File: config.mk
export PLATFORM = sky130hd
export DESIGN_NAME = dqsdll_update_ctrl
export DESIGN_NICKNAME = d
export VERILOG_FILES = /design/src/rtl/dqsdll_update_ctrl.sv
export SDC_FILE = /design/constraint.sdc
export NUM_CORES = 1
export LEC_CHECK = 0
export ABC_CLOCK_PERIOD_IN_PS = 4400
export CAP_MARGIN = 20
export CORE_ASPECT_RATIO = 1.75
export CORE_MARGIN = 4
export CORE_UTILIZATION = 41
export CTS_CLUSTER_SIZE = 14
export DETAILED_ROUTE_END_ITERATION = 16
export MAX_ROUTING_LAYER = met4
export SLEW_MARGIN = 15
export SYNTH_ARGS = -nofsm -noshare
export SYNTH_HDL_FRONTEND = slang
export SYNTH_SLANG_ARGS = --single-unit
File: constraint.sdc
create_clock -name CLK -period 4.4 [get_ports CLK]
set_clock_uncertainty 0.1 [all_clocks]
set_input_delay 0.88 -clock CLK [delete_from_list [all_inputs] [get_ports CLK]]
set_output_delay 0.88 -clock CLK [all_outputs]
set_load 0.01 [all_outputs]
File: src/rtl/dqsdll_update_ctrl.sv
// DQS DLL update sequencer: waits for stable lock, then issues FREEZE/UDDCNTLN update
// sequences initially, periodically and on request, only while the bus is idle.
module dqsdll_update_ctrl #(
  parameter int LOCK_WAIT    = 16,
  parameter int UPD_INTERVAL = 1024,
  parameter int FREEZE_SETUP = 2,
  parameter int UPD_PULSE    = 2,
  parameter int FREEZE_HOLD  = 2,
  parameter int CNT_W        = 16
) (
  input  logic       CLK,
  input  logic       RSTN,
  input  logic       DLL_LOCK,
  input  logic       UPD_REQ,
  input  logic       BUS_IDLE,
  output logic       FREEZE,
  output logic       UDDCNTLN,
  output logic       UPD_BUSY,
  output logic       UPD_DONE,
  output logic       READY,
  output logic [2:0] DBG_STATE
);

  // Handshake: UPD_REQ is a single-cycle strobe (no ready; always accepted, merged into one
  // pending update); BUS_IDLE is a level grant sampled only while waiting to start an update.

  typedef enum logic [2:0] {
    S_WAIT_LOCK = 3'd0,
    S_IDLE      = 3'd1,
    S_WAIT_IDLE = 3'd2,
    S_FRZ       = 3'd3,
    S_UPDATE    = 3'd4,
    S_RELEASE   = 3'd5
  } state_t;

  localparam logic [CNT_W-1:0] LOCK_LAST    = CNT_W'(LOCK_WAIT - 1);
  localparam logic [CNT_W-1:0] SETUP_LAST   = CNT_W'(FREEZE_SETUP - 1);
  localparam logic [CNT_W-1:0] PULSE_LAST   = CNT_W'(UPD_PULSE - 1);
  localparam logic [CNT_W-1:0] HOLD_LAST    = CNT_W'(FREEZE_HOLD - 1);
  localparam logic [CNT_W-1:0] IVL_LOAD     = CNT_W'(UPD_INTERVAL);
  localparam logic [CNT_W-1:0] CNT_ONE      = CNT_W'(1);
  localparam bit               PERIODIC_EN  = (UPD_INTERVAL != 0);

  state_t           state, state_nxt;
  logic             lock_meta, lock_s;
  logic [CNT_W-1:0] cnt, cnt_nxt;
  logic [CNT_W-1:0] ivl_cnt, ivl_nxt;
  logic             pend, pend_nxt;
  logic             done_nxt, ready_nxt;
  logic             ivl_expire;

  assign DBG_STATE  = state;
  assign ivl_expire = PERIODIC_EN && (ivl_cnt <= CNT_ONE);

  always_ff @(posedge CLK or negedge RSTN) begin
    if (!RSTN) begin
      lock_meta <= 1'b0;
      lock_s    <= 1'b0;
    end else begin
      lock_meta <= DLL_LOCK;
      lock_s    <= lock_meta;
    end
  end

  always_comb begin
    state_nxt = state;
    cnt_nxt   = cnt;
    ivl_nxt   = ivl_cnt;
    pend_nxt  = pend;
    done_nxt  = 1'b0;
    ready_nxt = READY;
    if (state != S_WAIT_LOCK && !lock_s) begin
      // Lock loss abandons any sequence in flight without reporting completion.
      state_nxt = S_WAIT_LOCK;
      cnt_nxt   = '0;
      ivl_nxt   = '0;
      pend_nxt  = 1'b0;
      ready_nxt = 1'b0;
    end else begin
      case (state)
        S_WAIT_LOCK: begin
          if (!lock_s) begin
            cnt_nxt = '0;
          end else if (cnt == LOCK_LAST) begin
            state_nxt = S_WAIT_IDLE;
            cnt_nxt   = '0;
          end else begin
            cnt_nxt = cnt + CNT_ONE;
          end
        end
        S_IDLE: begin
          if (PERIODIC_EN && ivl_cnt != '0) ivl_nxt = ivl_cnt - CNT_ONE;
          if (ivl_expire || UPD_REQ || pend) state_nxt = S_WAIT_IDLE;
        end
        S_WAIT_IDLE: begin
          if (UPD_REQ) pend_nxt = 1'b1;
          if (BUS_IDLE) begin
            state_nxt = S_FRZ;
            cnt_nxt   = '0;
            pend_nxt  = 1'b0;
          end
        end
        S_FRZ: begin
          if (UPD_REQ) pend_nxt = 1'b1;
          if (cnt == SETUP_LAST) begin
            state_nxt = S_UPDATE;
            cnt_nxt   = '0;
          end else begin
            cnt_nxt = cnt + CNT_ONE;
          end
        end
        S_UPDATE: begin
          if (UPD_REQ) pend_nxt = 1'b1;
          if (cnt == PULSE_LAST) begin
            state_nxt = S_RELEASE;
            cnt_nxt   = '0;
          end else begin
            cnt_nxt = cnt + CNT_ONE;
          end
        end
        S_RELEASE: begin
          if (UPD_REQ) pend_nxt = 1'b1;
          if (cnt == HOLD_LAST) begin
            state_nxt = (pend || UPD_REQ) ? S_WAIT_IDLE : S_IDLE;
            cnt_nxt   = '0;
            ivl_nxt   = IVL_LOAD;
            done_nxt  = 1'b1;
            ready_nxt = 1'b1;
          end else begin
            cnt_nxt = cnt + CNT_ONE;
          end
        end
        default: begin
          state_nxt = S_WAIT_LOCK;
          cnt_nxt   = '0;
        end
      endcase
    end
  end

  // Outputs are decoded from the next state so each one is a plain flop.
  always_ff @(posedge CLK or negedge RSTN) begin
    if (!RSTN) begin
      state    <= S_WAIT_LOCK;
      cnt      <= '0;
      ivl_cnt  <= '0;
      pend     <= 1'b0;
      FREEZE   <= 1'b0;
      UDDCNTLN <= 1'b1;
      UPD_BUSY <= 1'b0;
      UPD_DONE <= 1'b0;
      READY    <= 1'b0;
    end else begin
      state    <= state_nxt;
      cnt      <= cnt_nxt;
      ivl_cnt  <= ivl_nxt;
      pend     <= pend_nxt;
      FREEZE   <= (state_nxt == S_FRZ) || (state_nxt == S_UPDATE) || (state_nxt == S_RELEASE);
      UDDCNTLN <= (state_nxt != S_UPDATE);
      UPD_BUSY <= (state_nxt == S_WAIT_IDLE) || (state_nxt == S_FRZ) ||
                  (state_nxt == S_UPDATE) || (state_nxt == S_RELEASE);
      UPD_DONE <= done_nxt;
      READY    <= ready_nxt;
    end
  end

endmodule

==> run_results.csv <==
group,metric,value,unit
setup_path,r2r-end,"ivl_cnt[10]",
setup_path,startpoint_type,"flop",
route,firstDrtPassIters,4,
timing,fmax,360,MHz
timing,fin_crit_sh,63.2,%
floorplanning,die_area,0.00747,mm^2
route,drt_iter0_markers,129,
worst_hold_path,min_from,"lock_meta",
setup_path,critical_path_class,"flop to flop",
yosys,netlist_instances,272,
grt,gr-usage-all-layers,17.7,%
timing,setup-violations-final,0,
yosys,synth_top_area_cell,"dfrtp_1",
timing,max_slew_margin,41.0,%
grt,grt_max_degree,44,
finish,drive_above_1_share,8.54,%
timing,tightest_slew,878,ps
yosys,synth-async-reset-ratio,100,%
yosys,synth_edf_count,0,
timing,min_period,2780,ps
clock_tree,numClockSinks,43,
worst_hold_path,min_path_type,"flop to flop",
setup_path,crit_slowest_cell,"o31ai_4",
power,leakage,0.00125,uW
setup_path,path_delay_family,"compound AO/OA/AOI/OAI gates",
place,dp.cells,350,
grt,grt_first_pass_wirelength,10100,um
floorplanning,fp.dieW,67.1,um
route,vias_per_cell,5.71,
timing,holdWs,259,ps
place,globalplace.congestion,0.899,
yosys,avgSynthCellArea,9.21,um^2
power,p_comb_share,19.9,%
clock_tree,ctsHoldBuffers,0,
yosys,synth_area_leaders,"dfrtp_1 (42%), a21oi_1 (4.2%), nand2_1 (4.0%)",
timing,fin_tns_setup,0,ps
grt,grt_pass1_vias,2079,
floorplanning,io_pins,13,
setup_path,worst-path-stages,5,
grt,grt_overflow_total,0,
setup_path,reg2reg_depth,5,
job,maxCapViolations,0,
clock_tree,clockBufferDepth,2,
power,seqPwrFrac,49.3,%
setup_path,cp_common_cell,"or4_4",
yosys,yosys-top-cells-count,"dfrtp_1 (42), nand2_1 (27), nor2_1 (23)",
clock_tree,post_cts_resized,0,
route,wire_per_inst,16.0,um
yosys,synth_ff_type,"dfrtp_1",
setup_path,cpPeakStageDelay,690,ps
finish,nets,290,
yosys,synth_area,0.00250,mm^2
floorplanning,core,0.00593,mm^2
yosys,synth_top_area_share,42.0,%
power,peakVddDrop,205,uV
power,power.switching,272,uW
clock_tree,clk_pin_slew,80,ps
finish,fin_area,0.00277,mm^2
route,drc,0,
setup_path,r2r_setup_slack,1620,ps
setup_path,critPathRequiredTime,4490,ps
yosys,synth_fp_nets,282,
yosys,synth_cell_types,54,
setup_path,regToRegStartpoint,"ivl_cnt[10]",
power,pwr-share-clk,30.7,%
setup_path,path_cells,"or4_4 -> or4_4 -> o31ai_4 -> a22oi_1 -> o211a_1",
place,numPortBuffers,12,
yosys,synth_seq_cells,43,
yosys,synth.most_common_cell,"dfrtp_1",
floorplanning,placementRows,37,
setup_path,endpoint_kind,"flop",
status,outcome,"completed",
worst_hold_path,hold_end,"lock_s",
floorplanning,initial_utilization,42.3,%
clock_tree,h-tree-depth,2,
route,final_antenna_net_count,0,
power,switching_share,30.0,%
clock_tree,cts_buffers,5,
finish,fill_cells,617,
timing,rsz0062_at_grt,"no",
finish,antenna_cells,0,
place,place_hpwl,4150,um
finish,area_growth,10.4,%
setup_path,timing.critical_path.buf_inv,0,
route,dr_total_vias,2051,
power,p_int,632,uW
power,fin_total_pwr,904,uW
power,power_density,327,mW/mm^2
timing,hold_viol,0,
yosys,ys_warn_count,0,
route,drt-total-wl,5740,um
finish,final_cells,359,
clock_tree,tritoncts,"yes",
place,postPlaceCellArea,0.00265,mm^2
floorplanning,die_h,111,um
grt,antenna_found_initial,0,
setup_path,cp_data_arrival_time,2870,ps
clock_tree,cts_setup_buffers,0,
clock_tree,cts_root_buf,"clkbuf_8",
yosys,yosysSeqAreaShare,43.0,%
setup_path,path_max_fanout,21,
timing,drv_slew,0,
worst_hold_path,min_delay_path_depth,0,
clock_tree,worstSkewPairLatency,290,ps
==> flip-flops by register name (all words and copies together), names as in the netlist <==
signal,cells
FREEZE,1
ivl_cnt,16
cnt,16
UPD_BUSY,1
lock_s,1
READY,1
pend,1
UPD_DONE,1
UDDCNTLN,1
lock_meta,1
DBG_STATE,3
==> kinds of logic (layout without fill, tap and decap cells) <==
| family | Yosys count | after routing | synth area share [%] |
|---|---|---|---|
| AND/OR/NAND/NOR | 123 | 123 | 26.8 |
| AO/OA/AOI/OAI | 71 | 71 | 20.1 |
| flip-flops | 43 | 43 | 43.0 |
| buffers and inverters | 21 | 30 | 4.35 |
| XOR/XNOR | 8 | 8 | 2.80 |
| adder cells (fa/ha/maj) | 5 | 5 | 2.50 |
| multiplexers | 1 | 1 | 0.400 |
==> final cells by class <==
cell class              count  area (um^2)  share of cell area (%)
inverters                   8         30.0                    1.09
multi-input cells         208         1320                    47.7
well taps                  78         97.6                    3.53
flip-flops and latches     43         1080                    38.9
clock buffers               8          100                    3.62
repair buffers             14          143                    5.16
==> placed cells by master, fill, tap and decap left out, types with 6 or more instances in the layout <==
cell type and instances:
dfrtp_1 42, nor2b_1 7, o21ai_0 9, nor2_1 23, or3_1 11, or2_2 6, nand3_1 10, inv_1 8
o31ai_1 6, clkdlybuf4s50_1 11, nand2_1 27, a21oi_1 21, clkbuf_8 7
==> through the flow <==
| stage | setup WS (ps) | utilization, % |
|---|---|---|
| 6_report | 1620 | 46.7 |
| 5_1_grt | 1450 | 46.7 |
| 4_1_cts | 1620 | 46.3 |
| 3_5_place_dp | 1630 | 44.7 |
| 3_3_place_gp | 1640 | 44.7 |
| 2_1_floorplan | 2020 | - |
==> metal layers <==
layer  GRT usage (%)  part of all wire [%]
met3            2.42                   2.0
met4            6.91                   2.5
met2            30.7                    56
met5               -                     0
met1            19.8                    39
==> worst max path at each step <==
stage                     start           to  slack, ps
finish              ivl_cnt[10]  ivl_cnt[10]       1620
global route        ivl_cnt[10]  ivl_cnt[10]       1450
CTS                 ivl_cnt[10]  ivl_cnt[10]       1620
detailed placement  ivl_cnt[10]  ivl_cnt[10]       1630
global placement       BUS_IDLE       cnt[9]       1640
floorplan            ivl_cnt[6]  ivl_cnt[10]       2020
==> power by group through the flow <==
| stage | sequential, uW | combinational (uW) | clock [uW] |
|---|---|---|---|
| 2_1_floorplan | 444 | 124 | 0 |
| 3_3_place_gp | 453 | 180 | 0 |
| 3_5_place_dp | 453 | 179 | 0 |
| 4_1_cts | 445 | 180 | 288 |
| 5_1_grt | 452 | 200 | 303 |
| 6_report | 446 | 180 | 278 |
No activity file was read; power rests on OpenSTA's default activity.
